<file path="src/rtl/mips_pkg.sv">
// Shared MIPS definitions: multiply/divide unit op codes, its FSM states, and
// the R-type funct codes for the HI/LO instructions, which the core decoder also uses.
package mips_pkg;

  typedef enum logic [2:0] {
    OP_MULT  = 3'd0,
    OP_MULTU = 3'd1,
    OP_DIV   = 3'd2,
    OP_DIVU  = 3'd3,
    OP_MTHI  = 3'd4,
    OP_MTLO  = 3'd5
  } t_md_op;

  typedef enum logic [1:0] {
    ST_IDLE  = 2'd0,
    ST_MUL   = 2'd1,
    ST_DIV   = 2'd2,
    ST_FIXUP = 2'd3
  } t_md_state;

  localparam logic [5:0] FUNCT_MFHI  = 6'h10;
  localparam logic [5:0] FUNCT_MTHI  = 6'h11;
  localparam logic [5:0] FUNCT_MFLO  = 6'h12;
  localparam logic [5:0] FUNCT_MTLO  = 6'h13;
  localparam logic [5:0] FUNCT_MULT  = 6'h18;
  localparam logic [5:0] FUNCT_MULTU = 6'h19;
  localparam logic [5:0] FUNCT_DIV   = 6'h1a;
  localparam logic [5:0] FUNCT_DIVU  = 6'h1b;

endpackage

</file>
<file path="src/rtl/mips_muldiv_unit_if.sv">
// Core <-> multiply/divide unit connection.
// master (core): start, op, op_a, op_b, read_req out; hi, lo, busy, stall, done in.
// slave (unit): the same signals in the opposite direction.
interface mips_muldiv_unit_if #(
  parameter int unsigned WIDTH = 32
);
  logic             start;
  logic [2:0]       op;
  logic [WIDTH-1:0] op_a;
  logic [WIDTH-1:0] op_b;
  logic             read_req;
  logic [WIDTH-1:0] hi;
  logic [WIDTH-1:0] lo;
  logic             busy;
  logic             stall;
  logic             done;

  modport master (
    output start, op, op_a, op_b, read_req,
    input  hi, lo, busy, stall, done
  );

  modport slave (
    input  start, op, op_a, op_b, read_req,
    output hi, lo, busy, stall, done
  );
endinterface

</file>
<file path="src/rtl/mips_div_step.sv">
// One restoring-division step, purely combinational.
// Inputs:  partial_rem (current remainder, always < divisor), divisor, next_bit (next dividend bit).
// Outputs: new_rem_c (updated remainder), q_bit_c (quotient bit).
module mips_div_step #(
  parameter int unsigned WIDTH = 32
) (
  input  logic [WIDTH-1:0] partial_rem,
  input  logic [WIDTH-1:0] divisor,
  input  logic             next_bit,
  output logic [WIDTH-1:0] new_rem_c,
  output logic             q_bit_c
);

  logic [WIDTH:0]   shifted;
  logic [WIDTH-1:0] diff;

  assign shifted = {partial_rem, next_bit};
  // Because partial_rem < divisor, a successful subtraction always fits in WIDTH bits.
  assign diff      = shifted[WIDTH-1:0] - divisor;
  assign q_bit_c   = (shifted >= {1'b0, divisor});
  assign new_rem_c = q_bit_c ? diff : shifted[WIDTH-1:0];

endmodule

</file>
<file path="src/rtl/mips_muldiv_unit.sv">
// Iterative multiply/divide unit that owns HI/LO.
// Ports: clk, reset (sync, active-low), clock_enable (freezes all state when low),
//        bus (slave): start/op/op_a/op_b/read_req in; hi/lo/busy/done registered out,
//        stall = busy & (start | read_req), combinational.
// WIDTH must be even and >= 8; MUL_STEP_BITS is 1, 2 or 4 and must divide WIDTH.
module mips_muldiv_unit #(
  parameter int unsigned WIDTH         = 32,
  parameter int unsigned MUL_STEP_BITS = 1
) (
  input  logic               clk,
  input  logic               reset,
  input  logic               clock_enable,
  mips_muldiv_unit_if.slave  bus
);
  import mips_pkg::*;

  localparam int unsigned DW         = 2 * WIDTH;
  localparam int unsigned MUL_CYCLES = WIDTH / MUL_STEP_BITS;
  localparam int unsigned CNT_W      = $clog2(WIDTH + 1);

  t_md_state        state_q, next_state;
  logic [CNT_W-1:0] cnt_q;
  logic             busy_q, done_q;
  logic [WIDTH-1:0] hi_q, lo_q;

  logic [DW-1:0]    acc_q, mcand_q;
  logic [WIDTH-1:0] mplier_q;
  logic [WIDTH-1:0] rem_q, divisor_q, dq_q;
  logic             is_div_q, res_neg_q, rem_neg_q;

  logic             accept_mul, accept_div, wr_hi, wr_lo, step, finish;
  logic             is_signed, a_neg, b_neg;
  logic [WIDTH-1:0] a_mag, b_mag;
  logic [DW-1:0]    mul_pp, prod_fix;
  logic [WIDTH-1:0] rem_nxt, quo_fix, rem_fix;
  logic             q_bit;

  // Operand magnitudes for signed ops; the most negative value maps to its unsigned magnitude.
  assign is_signed = (bus.op == OP_MULT) || (bus.op == OP_DIV);
  assign a_neg     = is_signed & bus.op_a[WIDTH-1];
  assign b_neg     = is_signed & bus.op_b[WIDTH-1];
  assign a_mag     = a_neg ? -bus.op_a : bus.op_a;
  assign b_mag     = b_neg ? -bus.op_b : bus.op_b;

  // Partial product for the MUL_STEP_BITS multiplier bits retired this cycle.
  always_comb begin
    mul_pp = '0;
    for (int unsigned i = 0; i < MUL_STEP_BITS; i++) begin
      if (mplier_q[i]) mul_pp = mul_pp + (mcand_q << i);
    end
  end

  mips_div_step #(.WIDTH(WIDTH)) u_div_step (
    .partial_rem (rem_q),
    .divisor     (divisor_q),
    .next_bit    (dq_q[WIDTH-1]),
    .new_rem_c   (rem_nxt),
    .q_bit_c     (q_bit)
  );

  // Sign correction applied in FIXUP.
  assign prod_fix = res_neg_q ? -acc_q : acc_q;
  assign quo_fix  = res_neg_q ? -dq_q  : dq_q;
  assign rem_fix  = rem_neg_q ? -rem_q : rem_q;

  // Next state and per-cycle control strobes.
  always_comb begin
    next_state = state_q;
    accept_mul = 1'b0;
    accept_div = 1'b0;
    wr_hi      = 1'b0;
    wr_lo      = 1'b0;
    step       = 1'b0;
    finish     = 1'b0;
    if (clock_enable) begin
      case (state_q)
        ST_IDLE: begin
          if (bus.start) begin
            case (bus.op)
              OP_MULT, OP_MULTU: begin
                accept_mul = 1'b1;
                next_state = ST_MUL;
              end
              OP_DIV, OP_DIVU: begin
                accept_div = 1'b1;
                next_state = ST_DIV;
              end
              OP_MTHI: wr_hi = 1'b1;
              OP_MTLO: wr_lo = 1'b1;
              default: ;
            endcase
          end
        end
        ST_MUL, ST_DIV: begin
          step = 1'b1;
          if (cnt_q == CNT_W'(1)) next_state = ST_FIXUP;
        end
        ST_FIXUP: begin
          finish     = 1'b1;
          next_state = ST_IDLE;
        end
        default: next_state = ST_IDLE;
      endcase
    end
  end

  // Control state, iteration counter and the architectural HI/LO registers.
  always_ff @(posedge clk) begin
    if (!reset) begin
      state_q <= ST_IDLE;
      cnt_q   <= '0;
      busy_q  <= 1'b0;
      done_q  <= 1'b0;
      hi_q    <= '0;
      lo_q    <= '0;
    end else begin
      state_q <= next_state;
      busy_q  <= (next_state != ST_IDLE);
      done_q  <= finish;
      if (accept_mul)      cnt_q <= CNT_W'(MUL_CYCLES);
      else if (accept_div) cnt_q <= CNT_W'(WIDTH);
      else if (step)       cnt_q <= cnt_q - CNT_W'(1);
      if (wr_hi) hi_q <= bus.op_a;
      if (wr_lo) lo_q <= bus.op_a;
      if (finish) begin
        if (is_div_q) begin
          hi_q <= rem_fix;
          lo_q <= quo_fix;
        end else begin
          {hi_q, lo_q} <= prod_fix;
        end
      end
    end
  end

  // Iteration datapath; only loaded on accept and advanced on enabled steps.
  always_ff @(posedge clk) begin
    if (accept_mul) begin
      acc_q     <= '0;
      mcand_q   <= DW'(a_mag);
      mplier_q  <= b_mag;
      res_neg_q <= a_neg ^ b_neg;
      rem_neg_q <= 1'b0;
      is_div_q  <= 1'b0;
    end
    if (accept_div) begin
      rem_q     <= '0;
      divisor_q <= b_mag;
      dq_q      <= a_mag;
      res_neg_q <= a_neg ^ b_neg;
      rem_neg_q <= a_neg;
      is_div_q  <= 1'b1;
    end
    if (step && state_q == ST_MUL) begin
      acc_q    <= acc_q + mul_pp;
      mcand_q  <= mcand_q << MUL_STEP_BITS;
      mplier_q <= mplier_q >> MUL_STEP_BITS;
    end
    // Dividend bits shift out the top of dq_q while quotient bits shift in at the bottom.
    if (step && state_q == ST_DIV) begin
      rem_q <= rem_nxt;
      dq_q  <= {dq_q[WIDTH-2:0], q_bit};
    end
  end

  assign bus.hi    = hi_q;
  assign bus.lo    = lo_q;
  assign bus.busy  = busy_q;
  assign bus.done  = done_q;
  assign bus.stall = busy_q & (bus.start | bus.read_req);

endmodule

</file>
<file path="src/flat_wrapper.sv">
// flat-port wrapper written by rule: the top's interface ports become plain ports
module mips_muldiv_unit_flat import mips_pkg::*;
#(
  parameter int unsigned WIDTH         = 32,
  parameter int unsigned MUL_STEP_BITS = 1
)
  (clk, reset, clock_enable, bus_start, bus_op, bus_op_a, bus_op_b, bus_read_req, bus_hi, bus_lo, bus_busy, bus_stall, bus_done);
  mips_muldiv_unit_if #(.WIDTH(WIDTH)) bus_i ();
  input  logic clk;
  input  logic reset;
  input  logic clock_enable;
  input wire logic [$bits(bus_i.start)-1:0] bus_start;
  input wire logic [$bits(bus_i.op)-1:0] bus_op;
  input wire logic [$bits(bus_i.op_a)-1:0] bus_op_a;
  input wire logic [$bits(bus_i.op_b)-1:0] bus_op_b;
  input wire logic [$bits(bus_i.read_req)-1:0] bus_read_req;
  output wire logic [$bits(bus_i.hi)-1:0] bus_hi;
  output wire logic [$bits(bus_i.lo)-1:0] bus_lo;
  output wire logic [$bits(bus_i.busy)-1:0] bus_busy;
  output wire logic [$bits(bus_i.stall)-1:0] bus_stall;
  output wire logic [$bits(bus_i.done)-1:0] bus_done;
  assign bus_i.start = bus_start;
  assign bus_i.op = bus_op;
  assign bus_i.op_a = bus_op_a;
  assign bus_i.op_b = bus_op_b;
  assign bus_i.read_req = bus_read_req;
  assign bus_hi = bus_i.hi;
  assign bus_lo = bus_i.lo;
  assign bus_busy = bus_i.busy;
  assign bus_stall = bus_i.stall;
  assign bus_done = bus_i.done;
  mips_muldiv_unit #(.WIDTH(WIDTH), .MUL_STEP_BITS(MUL_STEP_BITS)) u_core (.clk(clk), .reset(reset), .clock_enable(clock_enable), .bus(bus_i));
endmodule
</file>
<file path="config.mk">
export PLATFORM = sky130hd
export DESIGN_NAME = mips_muldiv_unit_flat
export DESIGN_NICKNAME = d
export VERILOG_FILES = /design/src/rtl/mips_pkg.sv /design/src/rtl/mips_muldiv_unit_if.sv /design/src/rtl/mips_div_step.sv /design/src/rtl/mips_muldiv_unit.sv /design/src/flat_wrapper.sv
export SDC_FILE = /design/constraint.sdc
export NUM_CORES = 1
export LEC_CHECK = 0
export ABC_AREA = 1
export CORE_UTILIZATION = 55
export CTS_BUF_LIST = sky130_fd_sc_hd__clkbuf_2
export CTS_CLUSTER_DIAMETER = 50
export DETAILED_ROUTE_END_ITERATION = 10
export GPL_ROUTABILITY_DRIVEN = 0
export PLACE_DENSITY = 0.74
export SETUP_SLACK_MARGIN = 0.05
export SYNTH_ARGS = -nofsm -noshare
export SYNTH_HDL_FRONTEND = slang
export SYNTH_SLANG_ARGS = --single-unit
</file>
<file path="constraint.sdc">
create_clock -name clk -period 11.6 [get_ports clk]
set_clock_uncertainty 0.2 [all_clocks]
set_input_delay 3.48 -clock clk [delete_from_list [all_inputs] [get_ports clk]]
set_output_delay 3.48 -clock clk [all_outputs]
set_load 0.05 [all_outputs]
</file>
**Word level (Yosys, flattened, before mapping)**

Cells that the tools add are included.
Widths: inputs -> output; s select.

- Flip-flop bits (word level): 333
- Bits of input ports: 72
- Output and inout bits: 67
- Logic and storage cells: 113

- $add $sub $neg: 8
- $lt $le $gt $ge: 1
- Equal/unequal tests: 9
- Mux-type cells: 55
- Bitwise operators: 6
- Reductions and logical operators: 16

Operators by type and width:

| cell | count |
|---|---|
| $mux 32 | 15 |
| $mux 64 | 6 |
| $neg 32->32 | 4 |
| $add 64x64->64 | 1 |
| $neg 64->64 | 1 |
| $mux 31 | 2 |
| $ge 33x32->1 | 1 |
| $sub 32x32->32 | 1 |
| $mux 1 | 24 |
| $mux 6 | 3 |
| $reduce_bool 2->1 | 6 |
| $eq 3x2->1 const B | 2 |
| $eq 3x3->1 const B | 2 |
| $eq 6x1->1 const B | 1 |
| $mux 2 | 3 |
| $pmux 2 s3 | 1 |
| $reduce_or 2->1 | 3 |
| $sub 6x1->6 const B | 1 |
| $eq 2x2->1 const B | 2 |
| $pmux 2 s2 | 1 |
| $and 1x1->1 | 3 |
| $eq 3x1->1 const B | 1 |
| $logic_not 3->1 | 1 |
| $reduce_bool 3->1 | 1 |
| other kinds (8) | 9 |

**Logic depth before layout (Yosys ltp)**

- Word-level depth: 8
- Gate-level depth with buffers: 20
- Gate-level depth less buffers: 18

**Hierarchy**

Synthesis repeated with hierarchy kept, for this count alone.

- Cell total of the unflattened synthesis: 4397
- Area, all modules: 27861.7 um2

By module, submodules not included:

| module | times used | cells an instance | area each (um2) | seq. area each (um2) |
|---|---|---|---|---|
| mips_muldiv_unit | 1 | 3750 | 24701.2 | 9228.9 |
| mips_div_step | 1 | 647 | 3160.5 | 0.0 |

**Least setup slack after synthesis**

No wires, ideal clock.

- Kind: in2reg
- Start point: in clock_enable
- End point: reg u_core.acc_q[0], enable pin
- Library setup time: 1.327 ns
- Arrival: 6.655 ns
- Data required time: 10.073 ns
- Slack: 3.418 ns
- Cell stages on the path: 6
- Path buffers: 2
- Cell sequence: buf_2 nand2_1 inv_1 nand2_1 buf_2 nand2_1

- Longest elaborated chain between the ends: 3
- Elaborated cells between the ends (all ways): 4
- Classes of those cells: mux: 2; reduce/logical: 2

Ends and longest elaborated chain:

| item | RTL line | text |
|---|---|---|
| start: declaration | flat_wrapper.sv:11 | `input logic clock_enable;` |
| $mux 1 | mips_muldiv_unit.sv:75 | `if (clock_enable) begin` |
| $logic_and 1x1->1 | mips_muldiv_unit.sv:154 | `if (step && state_q == ST_MUL) begin` |
| $reduce_bool 2->1 (no source line) * | n/a |  |
| end signal: assignment | mips_muldiv_unit.sv:155 | `acc_q <= acc_q + mul_pp;` |
| end: declaration | mips_muldiv_unit.sv:26 | `logic [DW-1:0] acc_q, mcand_q;` |

Every way passes the cells marked *; elsewhere a longest branch is shown, timed or not.
A chain may end at the register's enable or synchronous reset.

**Final worst setup path**

- Start point: in bus_start
- End point: out bus_stall

- Longest elaborated chain between the ends: 2

Ends and longest elaborated chain:

| item | RTL line | text |
|---|---|---|
| start: declaration | flat_wrapper.sv:12 | `input wire logic [$bits(bus_i.start)-1:0] bus_start;` |
| $or 1x1->1 | mips_muldiv_unit.sv:170 | `assign bus.stall = busy_q & (bus.start \| bus.read_req);` |
| $and 1x1->1 | mips_muldiv_unit.sv:170 |  |
| end: declaration | flat_wrapper.sv:20 | `output wire logic [$bits(bus_i.stall)-1:0] bus_stall;` |

No other way between the ends.

==> run summary <==
CTS
------------------------------------------------------------------------------------------------------
Setup repair bufs after CTS                                                                          0
CTS Buf Count                                                                                       95
Number of hold buffers added after cts                                                               0
Clock transition at the register clock pins on the worst setup and hold paths after CTS         100 ps
Clock tree buffer depth                                                                              3
Clk root buf                                                                              sky130_fd_sc_hd__clkbuf_2
H-Tree Level Count                                                                                   3
Resize count post-CTS                                                                                0
Clock tree from TritonCTS                                                                        built
Sink count of the clock tree                                                                       333
Clock latency on the worst-skew pair                                                           1180 ps

STA
------------------------------------------------------------------------------------------------------
Rel. slew slack                                                                                  24.3%
Fmax                                                                                           116 MHz
Setup_tns                                                                                         0 ps
Number of failing hold endpoints at the final stage                                                  0
Worst-margin pin slew                                                                          1130 ps
Slew Limit Fails                                                                                     0
Final-report setup violation count                                                                   0
Period minus WS final                                                                          8590 ps
Setup repair after global routing missed its margin                                                 no
Share of the clock period used by the worst path                                                 74.1%
Setup ws final                                                                                 3010 ps

SETUP PATH
------------------------------------------------------------------------------------------------------
CP Data Arrival Time                                                                           4910 ps
Critical path endpoint category                                                            output port
Setup Crit Path Kind                                                                      primary input to output port
Max FO, Critical Path                                                                                3
CP required                                                                                    7920 ps
Type of origin of the critical path                                                       primary input

ROUTING
------------------------------------------------------------------------------------------------------
Number of routed nets with antenna violations                                                        0
Violation count after the first detailed-route iteration                                          3473
Number of vias in the routed layout                                                              29504
Sum of routed wire length over all layers                                                 93600 microns
Detailed-route wire length per cell                                                       17.7 microns
DR DRC count                                                                                         0
Pre-Repair DR Iteration Count                                                                        6
Post-DR vias/cell                                                                                 5.59

PLACED DESIGN
------------------------------------------------------------------------------------------------------
Count of input and output buffers                                                                  138
Post-detail-place hpwl                                                                    72200 microns
Worst setup slack after placement                                                              2990 ps
Post-Place Cells                                                                                  5104

GLOBAL ROUTING
------------------------------------------------------------------------------------------------------
Global-route usage over all layers                                                               36.5%
Antenna violations before repair                                                                     2
First-pass GRT wire length                                                                144000 microns
Total grt overflow                                                                                   0
Pin count of the biggest net entering global routing                                                88
Vias in the first global route                                                                   26135

LOGIC SYNTHESIS
------------------------------------------------------------------------------------------------------
Cell taking the most area after synthesis                                                 sky130_fd_sc_hd__edfxtp_1
Fraction of registers with async set/reset                                                          0%
Largest cells by area after synthesis                                                     sky130_fd_sc_hd__edfxtp_1 28%, sky130_fd_sc_hd__nand2_1 21%, sky130_fd_sc_hd__inv_1 8.4%
Fraction of synthesized cell area taken by the top area cell type                                27.7%
Main flop type after synthesis                                                            sky130_fd_sc_hd__edfxtp_1
Post-synthesis register bit count                                                                  333
Synth Warn #                                                                                         0
Top-count cell post-synth                                                                 sky130_fd_sc_hd__nand2_1
Cell count after synthesis                                                                        4401
Post-Syn Nets                                                                                     4582
Summed instance area of the synthesized netlist                                           0.0277 sq mm
Part of the Yosys area used for sequential elements                                              33.3%
Mapped Avg Cell Area                                                                        6.30 sq um
Leading post-synthesis cells by instance count                                            1525 x sky130_fd_sc_hd__nand2_1, 622 x sky130_fd_sc_hd__inv_1, 537 x sky130_fd_sc_hd__nor2_1
Distinct cell type count after synthesis                                                            49
Number of flops mapped to enable cells by yosys                                                    256

LAYOUT
------------------------------------------------------------------------------------------------------
Layout cell share with drive strength beyond 1                                                   4.86%
FILL cells                                                                                        4819
Area taken by multi-input logic gates                                                     0.0156 sq mm
Fin nets                                                                                          4718
Non-filler instance count after layout                                                            5275
Sequential cell area in the final layout                                                  0.00923 sq mm
Layout Area Growth over Synthesis                                                                9.82%

JOB
------------------------------------------------------------------------------------------------------
Maxcap violations                                                                                    0

FLOORPLANNING
------------------------------------------------------------------------------------------------------
Die outline area                                                                          0.0513 sq mm
Chip Width                                                                                 226 microns
Standard cell core area                                                                   0.0494 sq mm
Num rows                                                                                            81
Floorplan die height                                                                       226 microns
Initial core utilization                                                                         56.1%
Number of primary I/O pins                                                                         139

POWER AND IR DROP
------------------------------------------------------------------------------------------------------
Maximum vdd ir drop                                                                        0.0000568 V
Leak                                                                                           14.8 nW
Total power per unit cell area                                                            93.5 mW/mm^2

HOLD PATH
------------------------------------------------------------------------------------------------------
Hold WC Path Type                                                                         flip-flop to flip-flop

OUTCOME
------------------------------------------------------------------------------------------------------
Status                                                                                    finished, final reports clean

registers in the layout, indices dropped and copies added, names as in the netlist:
| name | flops |
|---|---|
| u_core.is_div_q | 1 |
| u_core.mplier_q | 32 |
| u_core.bus.busy | 1 |
| u_core.rem_neg_q | 1 |
| u_core.state_q | 2 |
| u_core.divisor_q | 32 |
| u_core.bus.done | 1 |
| u_core.cnt_q | 6 |
| u_core.acc_q | 64 |
| u_core.mcand_q | 64 |
| u_core.rem_q | 32 |
| u_core.bus.hi | 32 |
| u_core.bus.lo | 32 |
| u_core.dq_q | 32 |
| u_core.res_neg_q | 1 |
worst paths after layout:
check	cells after the start	start	end	slack [ps]
hold reg to reg	2	u_core.mcand_q[23]	u_core.mcand_q[24]	300
setup / recovery	3	bus_start	bus_stall	3010
setup reg to reg	18	u_core.mplier_q[0]	u_core.acc_q[36]	7820
hold / removal	2	u_core.mcand_q[23]	u_core.mcand_q[24]	300
power by group:
| group | switching, W | leakage, nW | internal (W) |
|---|---|---|---|
| sequential | 0.0000274 | 3.00 | 0.00132 |
| clock | 0.000557 | 0.662 | 0.000364 |
| combinational | 0.000416 | 11.1 | 0.000162 |
| total | 0.00100 | 14.8 | 0.00184 |
layout by cell type, fill, tap and decap left out, types with 3 or more instances in the layout:
cell | netlist | final
sky130_fd_sc_hd__clkinv_2 | 0 | 5
sky130_fd_sc_hd__nor2_2 | 14 | 14
sky130_fd_sc_hd__nand3_2 | 3 | 3
sky130_fd_sc_hd__o21a_1 | 8 | 8
sky130_fd_sc_hd__o211ai_1 | 7 | 7
sky130_fd_sc_hd__dfxtp_1 | 77 | 76
sky130_fd_sc_hd__edfxtp_1 | 256 | 256
sky130_fd_sc_hd__a21o_1 | 4 | 4
sky130_fd_sc_hd__buf_4 | 5 | 20
sky130_fd_sc_hd__o31ai_1 | 4 | 4
sky130_fd_sc_hd__inv_2 | 4 | 6
sky130_fd_sc_hd__clkbuf_2 | 0 | 138
sky130_fd_sc_hd__o21ai_2 | 4 | 4
sky130_fd_sc_hd__a21oi_1 | 235 | 235
sky130_fd_sc_hd__o22ai_1 | 8 | 8
sky130_fd_sc_hd__nand2_2 | 9 | 11
sky130_fd_sc_hd__clkinv_1 | 2 | 23
sky130_fd_sc_hd__nor4_1 | 12 | 12
sky130_fd_sc_hd__inv_1 | 622 | 619
sky130_fd_sc_hd__diode_2 | 0 | 3
sky130_fd_sc_hd__nor2_4 | 5 | 7
sky130_fd_sc_hd__a22o_1 | 13 | 13
sky130_fd_sc_hd__nor3_1 | 44 | 44
sky130_fd_sc_hd__a31oi_1 | 7 | 7
sky130_fd_sc_hd__nor2_1 | 537 | 535
sky130_fd_sc_hd__ha_1 | 107 | 107
sky130_fd_sc_hd__nand4_1 | 79 | 79
sky130_fd_sc_hd__xor2_1 | 51 | 51
sky130_fd_sc_hd__clkdlybuf4s50_1 | 0 | 137
sky130_fd_sc_hd__nand2_1 | 1525 | 1522
sky130_fd_sc_hd__xnor2_1 | 13 | 13
sky130_fd_sc_hd__nand3_1 | 276 | 276
sky130_fd_sc_hd__o21ai_1 | 7 | 7
sky130_fd_sc_hd__o21bai_1 | 14 | 14
sky130_fd_sc_hd__nand3b_1 | 14 | 14
sky130_fd_sc_hd__o21ai_0 | 302 | 302
sky130_fd_sc_hd__and2_1 | 3 | 3
cells by family after synthesis:
family,Yosys count,share of synthesized area [%]
simple gates,2530,37.3
buf+inv,747,10.5
compound gates,618,11.9
flops,333,33.3
fa+ha+maj,109,4.98
xor+xnor,64,2.02
worst max-delay path, cell delays in order:
cell	delay [ps]
sky130_fd_sc_hd__clkdlybuf4s50_1	500
sky130_fd_sc_hd__o21a_1	130
sky130_fd_sc_hd__clkdlybuf4s50_1	790
stage by stage:
step	power [W]	utilization, %	hold slack, ps	cell area [sq um]
global placement	0.00192	59.9	280	29500
finish	0.00284	61.7	298	30400
floorplan	0.00171	-	248	27700
CTS	0.00284	61.6	297	30400
global route	0.00296	61.7	327	30400
detailed placement	0.00192	59.9	292	29500
cell type report:
class	instances	area share [%]
Multi-Input combinational cell	3321	51.3
Sequential cell	333	30.3
Inverter	628	7.75
Timing Repair Buffer	158	5.02
Tap cell	664	2.73
Clock buffer	138	2.27
Clock inverter	30	0.596
Antenna cell	3	0.0247
metal layers:
layer / GRT usage, % / vias up / wire length (microns)
li1: - / 14497 / -
met1: 51.1 / 13074 / 39700
met2: 53.4 / 1683 / 38400
met3: 7.89 / 250 / 11000
met4: 17.3 / 0 / 4520
met5: 0 / - / 0
(Power assumes the default switching activity.)
